<file path="config.mk">
export PLATFORM = sky130hd
export DESIGN_NAME = serial_addsub_seq_flat
export DESIGN_NICKNAME = d
export VERILOG_FILES = /design/src/rtl/serial_addsub_seq_if.sv /design/src/rtl/serial_addsub_seq.sv /design/src/flat_wrapper.sv
export SDC_FILE = /design/constraint.sdc
export NUM_CORES = 1
export LEC_CHECK = 0
export ABC_AREA = 1
export CAP_MARGIN = 10
export CORE_MARGIN = 3
export CORE_UTILIZATION = 52
export CTS_CLUSTER_DIAMETER = 100
export DETAILED_ROUTE_END_ITERATION = 10
export PLACE_DENSITY = 0.81
export SLEW_MARGIN = 25
export SYNTH_ARGS = -nofsm -noshare
export SYNTH_HDL_FRONTEND = slang
export SYNTH_SLANG_ARGS = --single-unit
</file>
<file path="constraint.sdc">
create_clock -name clk -period 2 [get_ports clk]
set_input_delay 0.2 -clock clk [delete_from_list [all_inputs] [get_ports clk]]
set_output_delay 0.2 -clock clk [all_outputs]
set_load 0.005 [all_outputs]
</file>
<file path="src/rtl/serial_addsub_seq_if.sv">
// serial_addsub_seq_if: request/result bundle between the requester and the bit-serial add/sub sequencer.
interface serial_addsub_seq_if #(parameter int WIDTH = 4);
  logic start;
  logic [WIDTH-1:0] A;
  logic [WIDTH-1:0] B;
  logic operacion;
  logic busy;
  logic done;
  logic [WIDTH-1:0] S;
  logic Cout;
  modport master (output start, A, B, operacion, input busy, done, S, Cout);
  modport slave (input start, A, B, operacion, output busy, done, S, Cout);
endinterface

</file>
<file path="src/rtl/serial_addsub_seq.sv">
// serial_addsub_seq: bit-serial add/subtract, one full-adder slice reused LSB first with carry/borrow held in a flop.
module serial_addsub_seq #(
  parameter int WIDTH = 4
) (
  input logic clk,
  input logic rst,
  serial_addsub_seq_if.slave io
);
  localparam int CW = WIDTH > 1 ? $clog2(WIDTH) : 1;
  typedef enum logic {IDLE, RUN} state_t;
  state_t state_q, state_d;
  logic [WIDTH-1:0] a_q, a_d, b_q, b_d, r_q, r_d, s_q, s_d;
  logic [CW-1:0] cnt_q, cnt_d;
  logic op_q, op_d, c_q, c_d, cout_q, cout_d, done_q, done_d;
  logic sb, ax, cn;
  // Operands shift right so the active bit is always at position 0; ax folds the borrow rule into the carry rule.
  assign sb = a_q[0] ^ b_q[0] ^ c_q;
  assign ax = a_q[0] ^ op_q;
  assign cn = (ax & b_q[0]) | (ax & c_q) | (b_q[0] & c_q);
  always_comb begin
    state_d = state_q;
    a_d = a_q;
    b_d = b_q;
    op_d = op_q;
    c_d = c_q;
    cnt_d = cnt_q;
    r_d = r_q;
    s_d = s_q;
    cout_d = cout_q;
    done_d = 1'b0;
    if (state_q == IDLE) begin
      if (io.start) begin
        state_d = RUN;
        a_d = io.A;
        b_d = io.B;
        op_d = io.operacion;
        c_d = 1'b0;
        cnt_d = '0;
      end
    end else begin
      a_d = a_q >> 1;
      b_d = b_q >> 1;
      c_d = cn;
      r_d = (r_q >> 1) | (WIDTH'(sb) << (WIDTH - 1));
      cnt_d = cnt_q == CW'(WIDTH - 1) ? cnt_q : cnt_q + CW'(1);
      if (cnt_q == CW'(WIDTH - 1)) begin
        state_d = IDLE;
        s_d = r_d;
        cout_d = cn;
        done_d = 1'b1;
      end
    end
  end
  always_ff @(posedge clk) begin
    if (rst) begin
      state_q <= IDLE;
      a_q <= '0;
      b_q <= '0;
      op_q <= 1'b0;
      c_q <= 1'b0;
      cnt_q <= '0;
      r_q <= '0;
      s_q <= '0;
      cout_q <= 1'b0;
      done_q <= 1'b0;
    end else begin
      state_q <= state_d;
      a_q <= a_d;
      b_q <= b_d;
      op_q <= op_d;
      c_q <= c_d;
      cnt_q <= cnt_d;
      r_q <= r_d;
      s_q <= s_d;
      cout_q <= cout_d;
      done_q <= done_d;
    end
  end
  assign io.busy = state_q == RUN;
  assign io.done = done_q;
  assign io.S = s_q;
  assign io.Cout = cout_q;
endmodule
</file>
<file path="src/flat_wrapper.sv">
// flat-port wrapper written by rule: the top's interface ports become plain ports
module serial_addsub_seq_flat 
#(
  parameter int WIDTH = 4
)
  (clk, rst, io_start, io_A, io_B, io_operacion, io_busy, io_done, io_S, io_Cout);
  serial_addsub_seq_if #(.WIDTH(WIDTH)) io_i ();
  input logic clk;
  input logic rst;
  input wire logic [$bits(io_i.start)-1:0] io_start;
  input wire logic [$bits(io_i.A)-1:0] io_A;
  input wire logic [$bits(io_i.B)-1:0] io_B;
  input wire logic [$bits(io_i.operacion)-1:0] io_operacion;
  output wire logic [$bits(io_i.busy)-1:0] io_busy;
  output wire logic [$bits(io_i.done)-1:0] io_done;
  output wire logic [$bits(io_i.S)-1:0] io_S;
  output wire logic [$bits(io_i.Cout)-1:0] io_Cout;
  assign io_i.start = io_start;
  assign io_i.A = io_A;
  assign io_i.B = io_B;
  assign io_i.operacion = io_operacion;
  assign io_busy = io_i.busy;
  assign io_done = io_i.done;
  assign io_S = io_i.S;
  assign io_Cout = io_i.Cout;
  serial_addsub_seq #(.WIDTH(WIDTH)) u_core (.clk(clk), .rst(rst), .io(io_i));
endmodule
</file>
* Word level (Yosys, flattened, before mapping) *
Cells that the tools add are included.

word-level totals
  register bits after elaboration = 23
  bits of input ports = 12
  output and inout port bits = 7

operators by class
  add/subtract/negate cells = 1
  eq/ne operators = 2
  mux-type cells = 13
  bitwise gates (word level) = 10
  reduce and logical (&&, ||, !) cells = 6

operators with widths
  operator                                       count
  two-way mux 3 bit                              4
  two-way mux 1 bit                              6
  two-way mux 2 bit                              3
  AND reduction 2 bit                            3
  OR 3 x 4 -> 4 bit                              1
  OR reduction 2 bit                             2
  AND 1 bit                                      3
  bitwise XOR 1 bit                              3
  adder 2 x 1 -> 2 bit (second input constant)   1
  == test 2 bit (second input constant)          1
  inequality test 2 bit (second input constant)  1
  OR 1 bit                                       2
  nonzero test 2 bit                             1
  inverter 1 bit                                 1

* Longest topological paths before layout *
  depth in word-level cells = 5
  depth in mapped cells = 7

* Worst setup path after synthesis *
No wires, ideal clock.

  kind = register to register
  start point = register u_core.cnt_q[0]
  end point = register u_core.cout_q (netlist: u_core.io.Cout)
  arrival time = 1091 ps
  slack = 800 ps
  stages on the path, launching flop included = 8
  cells stage by stage = dfxtp_1 > ha_1 > nand2_1 > clkinv_1 > nor2_1 > nor2_1 > nand2_1 > inv_1

on the way
  longest elaborated chain between the ends = 2

ends and longest elaborated chain
  item                                  line                     RTL
  start, declared                       serial_addsub_seq.sv:13  logic [CW-1:0] cnt_q, cnt_d;
  start signal, assigned                serial_addsub_seq.sv:72  cnt_q <= cnt_d;
  == test 2 bit                         serial_addsub_seq.sv:46  if (cnt_q == CW'(WIDTH - 1)) begin
  AND reduction 2 bit (no source line)  n/a
  end signal, assigned                  serial_addsub_seq.sv:75  cout_q <= cout_d;
  end, declared                         serial_addsub_seq.sv:14  logic op_q, op_d, c_q, c_d, cout_q, cout_d, done_q, done_d;

Every way passes these cells.
A chain may end at the register's enable or synchronous reset.

* Worst setup path after layout *
  start point = register u_core.state_q (netlist: u_core.io.busy)
  end point = output port io_busy

RTL lines
  item                    line                     RTL
  start, declared         serial_addsub_seq.sv:11  state_t state_q, state_d;
  start signal, assigned  serial_addsub_seq.sv:67  state_q <= state_d;
  end, declared           flat_wrapper.sv:14       output wire logic [$bits(io_i.busy)-1:0] io_busy;

No word-level cell between the ends.

==> results.cfg <==
[sta]
tns_ns = 0
timing_hold_violations_final = 0
slew_viol_final = 0
fin_skew_ns = 0.005955
timing.fmax_mhz = 691.7
rsz0062_at_grt = false
period_needed_ns = 1.446
worst_pin_slew_ns = 0.4663
finalCritPeriodShare = 0.7228
max-slew-margin-rel = 0.6880
setup_viol = 0

[global_route]
grt_busiest_layer = met2
grt_pass1_wl_um = 3187
met2_usage = 0.2941
grt-ovfl-total = 0
antenna_found_initial = 0
grt_use_met3 = 0.03988
grt_use_total = 0.1727
grt_util_met1 = 0.1962
grt_pass1_vias = 791
grt_max_degree = 14

[detailed_routing]
via_per_inst = 4.819
first_pass_iters = 4
wire_per_inst_um = 10.10
postRouteAntennaNets = 0
route.final.wire_length_um = 1787
vias = 853
drt_iter0_drc = 28
drc = 0

[hold_path]
hold_class = in -> reg
whs_endpoint = u_core.a_q[3]
holdCritStartpoint = io_A[3]
hold_depth = 3

[synth]
synth_warnings = 0
avgSynthCellArea_um2 = 7.112
syn-num-nets = 146
netlist_instances = 133
netlist_area_um2 = 945.9
yosysSeqAreaShare = 0.4656
ys_types = 19
ys_ff_latch = 22

[clock_network]
cts.sinks = 22
postCtsSetupRepairBufs = 0
root_buffer = clkbuf_4
ctsResizeCount = 0
hold_buffers = 0
htreeDepth = 1
cts_tree = done
cts-buffers-inserted = 3
clock_latency_ns = 0.30
clockBufferDepth = 2
path_clk_slew_ns = 0.11

[layout]
drive_above_1_share = 0.06536
antenna_cells = 0
area_growth_pct = 23.41
fin_nets = 168
postLayoutCellArea_um2 = 1167

[worst_setup_path]
path_class = reg -> out
crit_path_start_kind = flip-flop
r2r_slack_ns = 0.61
cp_top_family = buffers and inverters
crit_fanout = 5
cpMaxStageDelayCell = clkdlybuf4s50_1
r2r_end = u_core.io.S[0]
timing.rr.start = u_core.cnt_q[0]
slowest_delay_ns = 0.53
worst-path-buf-inv = 1
end_kind = output pin
crit_required_ns = 1.80
cp.arrival_ns = 1.25
cp_cell_sequence = clkdlybuf4s50_1
worstRegToRegCells = 5

[floorplan]
dieArea_um2 = 2367
pin_count = 19
row_count = 14
die_h_um = 48.65
core_um2 = 1612
fp.dieW_um = 48.65
initial_core_util = 0.5870

[placed_design]
place.gp.congestion = 0.8079
place_hpwl_um = 1403
port_buffers = 18
place_area_um2 = 1145

[power_and_ir_drop]
powerDensity_nw_per_um2 = 661.9
power.total_w = 0.0007727
ir_drop_v = 0.0004933
p_leak_nw = 0.5527

[run_status]
status = complete, no violations

[job]
drv_cap = 0
[synth_stat cells]
| cell | instances | area share |
|---|---|---|
| clkinv_1 | 1 | 0.0040 |
| inv_1 | 19 | 0.075 |
| nor2_2 | 1 | 0.0066 |
| a21oi_1 | 4 | 0.021 |
| nor2_1 | 11 | 0.044 |
| nand2_1 | 48 | 0.19 |
| nand3_1 | 11 | 0.058 |
| nor3_1 | 1 | 0.0053 |
| nor2_8 | 1 | 0.021 |
| o22ai_1 | 1 | 0.0066 |
| ha_1 | 1 | 0.013 |
| o21ai_1 | 1 | 0.0053 |
| a21oi_2 | 2 | 0.019 |
| o21ai_0 | 5 | 0.026 |
| nor2_4 | 1 | 0.012 |
| buf_6 | 1 | 0.012 |
| dfxtp_1 | 22 | 0.47 |
| buf_4 | 1 | 0.0079 |
| inv_4 | 1 | 0.0066 |
[registers in the layout, indices dropped and copies added (netlist names)]
signal and count:
u_core.io.done 1, u_core.io.Cout 1, u_core.io.busy 1, u_core.c_q 1
u_core.r_q 3, u_core.op_q 1, u_core.io.S 4, u_core.a_q 4
u_core.b_q 4, u_core.cnt_q 2
[worst register-to-register path, stage by stage (launching register included)]
cell,delay (ns)
dfxtp_1,0.35
ha_1,0.27
nand2_1,0.13
clkinv_1,0.21
o21ai_0,0.24
a21oi_1,0.08
[layout by cell type (no fill, tap or decap), types with 2 or more instances in the layout]
cell             count
nand2_1             48
dfxtp_1             22
inv_1               19
clkdlybuf4s50_1     18
nand3_1             11
nor2_1              11
o21ai_0              5
a21oi_1              4
clkbuf_4             3
a21oi_2              2
[how the worst max path moves through the flow]
stage | start | end | slack, ns | cells after the start
3_5_place_dp | rst | u_core.r_q[2] | 0.47 | 6
5_1_grt | u_core.cnt_q[0] | u_core.io.Cout | 0.49 | 7
4_1_cts | u_core.io.busy | io_busy | 0.55 | 1
2_1_floorplan | u_core.cnt_q[0] | u_core.io.Cout | 0.80 | 7
3_3_place_gp | rst | u_core.r_q[2] | 0.57 | 6
6_report | u_core.io.busy | io_busy | 0.55 | 1
[through the flow]
step / setup WS [ns] / utilization / cells / hold WS, ns
floorplan: 0.8001 / - / 133 / 0.2624
global placement: 0.5715 / 0.7104 / 174 / 0.4537
detailed placement: 0.4734 / 0.7104 / 174 / 0.4562
CTS: 0.5486 / 0.7244 / 177 / 0.4386
global route: 0.4899 / 0.7244 / 177 / 0.4494
finish: 0.5544 / 0.7244 / 177 / 0.4398
[layer usage]
metal	vias up	wire (µm)
li1	449	-
met1	379	779
met2	21	874
met3	4	99
met4	0	34
met5	-	0
[cells by family after synthesis]
family                     after synthesis  synth area share
DFF                                     22            0.4656
adders and majority gates                1           0.01323
AOI/OAI and AO/OA                       13           0.07804
and+or+nand+nor                         74            0.3373
buffers and inverters                   23            0.1058
[area by class of cell]
class | instances | area, µm²
Fill cell | 141 | 444.2
Sequential cell | 22 | 440.4
Multi-Input combinational cell | 88 | 405.4
Timing Repair Buffer | 19 | 187.7
Inverter | 21 | 81.33
Tap cell | 24 | 30.03
Clock buffer | 3 | 22.52
[power breakdown]
| group | internal, W | total (W) | switching (W) |
|---|---|---|---|
| clock network | 0.0000703 | 0.000195 | 0.000124 |
| registers | 0.000456 | 0.000469 | 0.0000130 |
| logic | 0.0000500 | 0.000109 | 0.0000588 |
| total | 0.000577 | 0.000773 | 0.000196 |
Power figures use the tool's default switching activity.
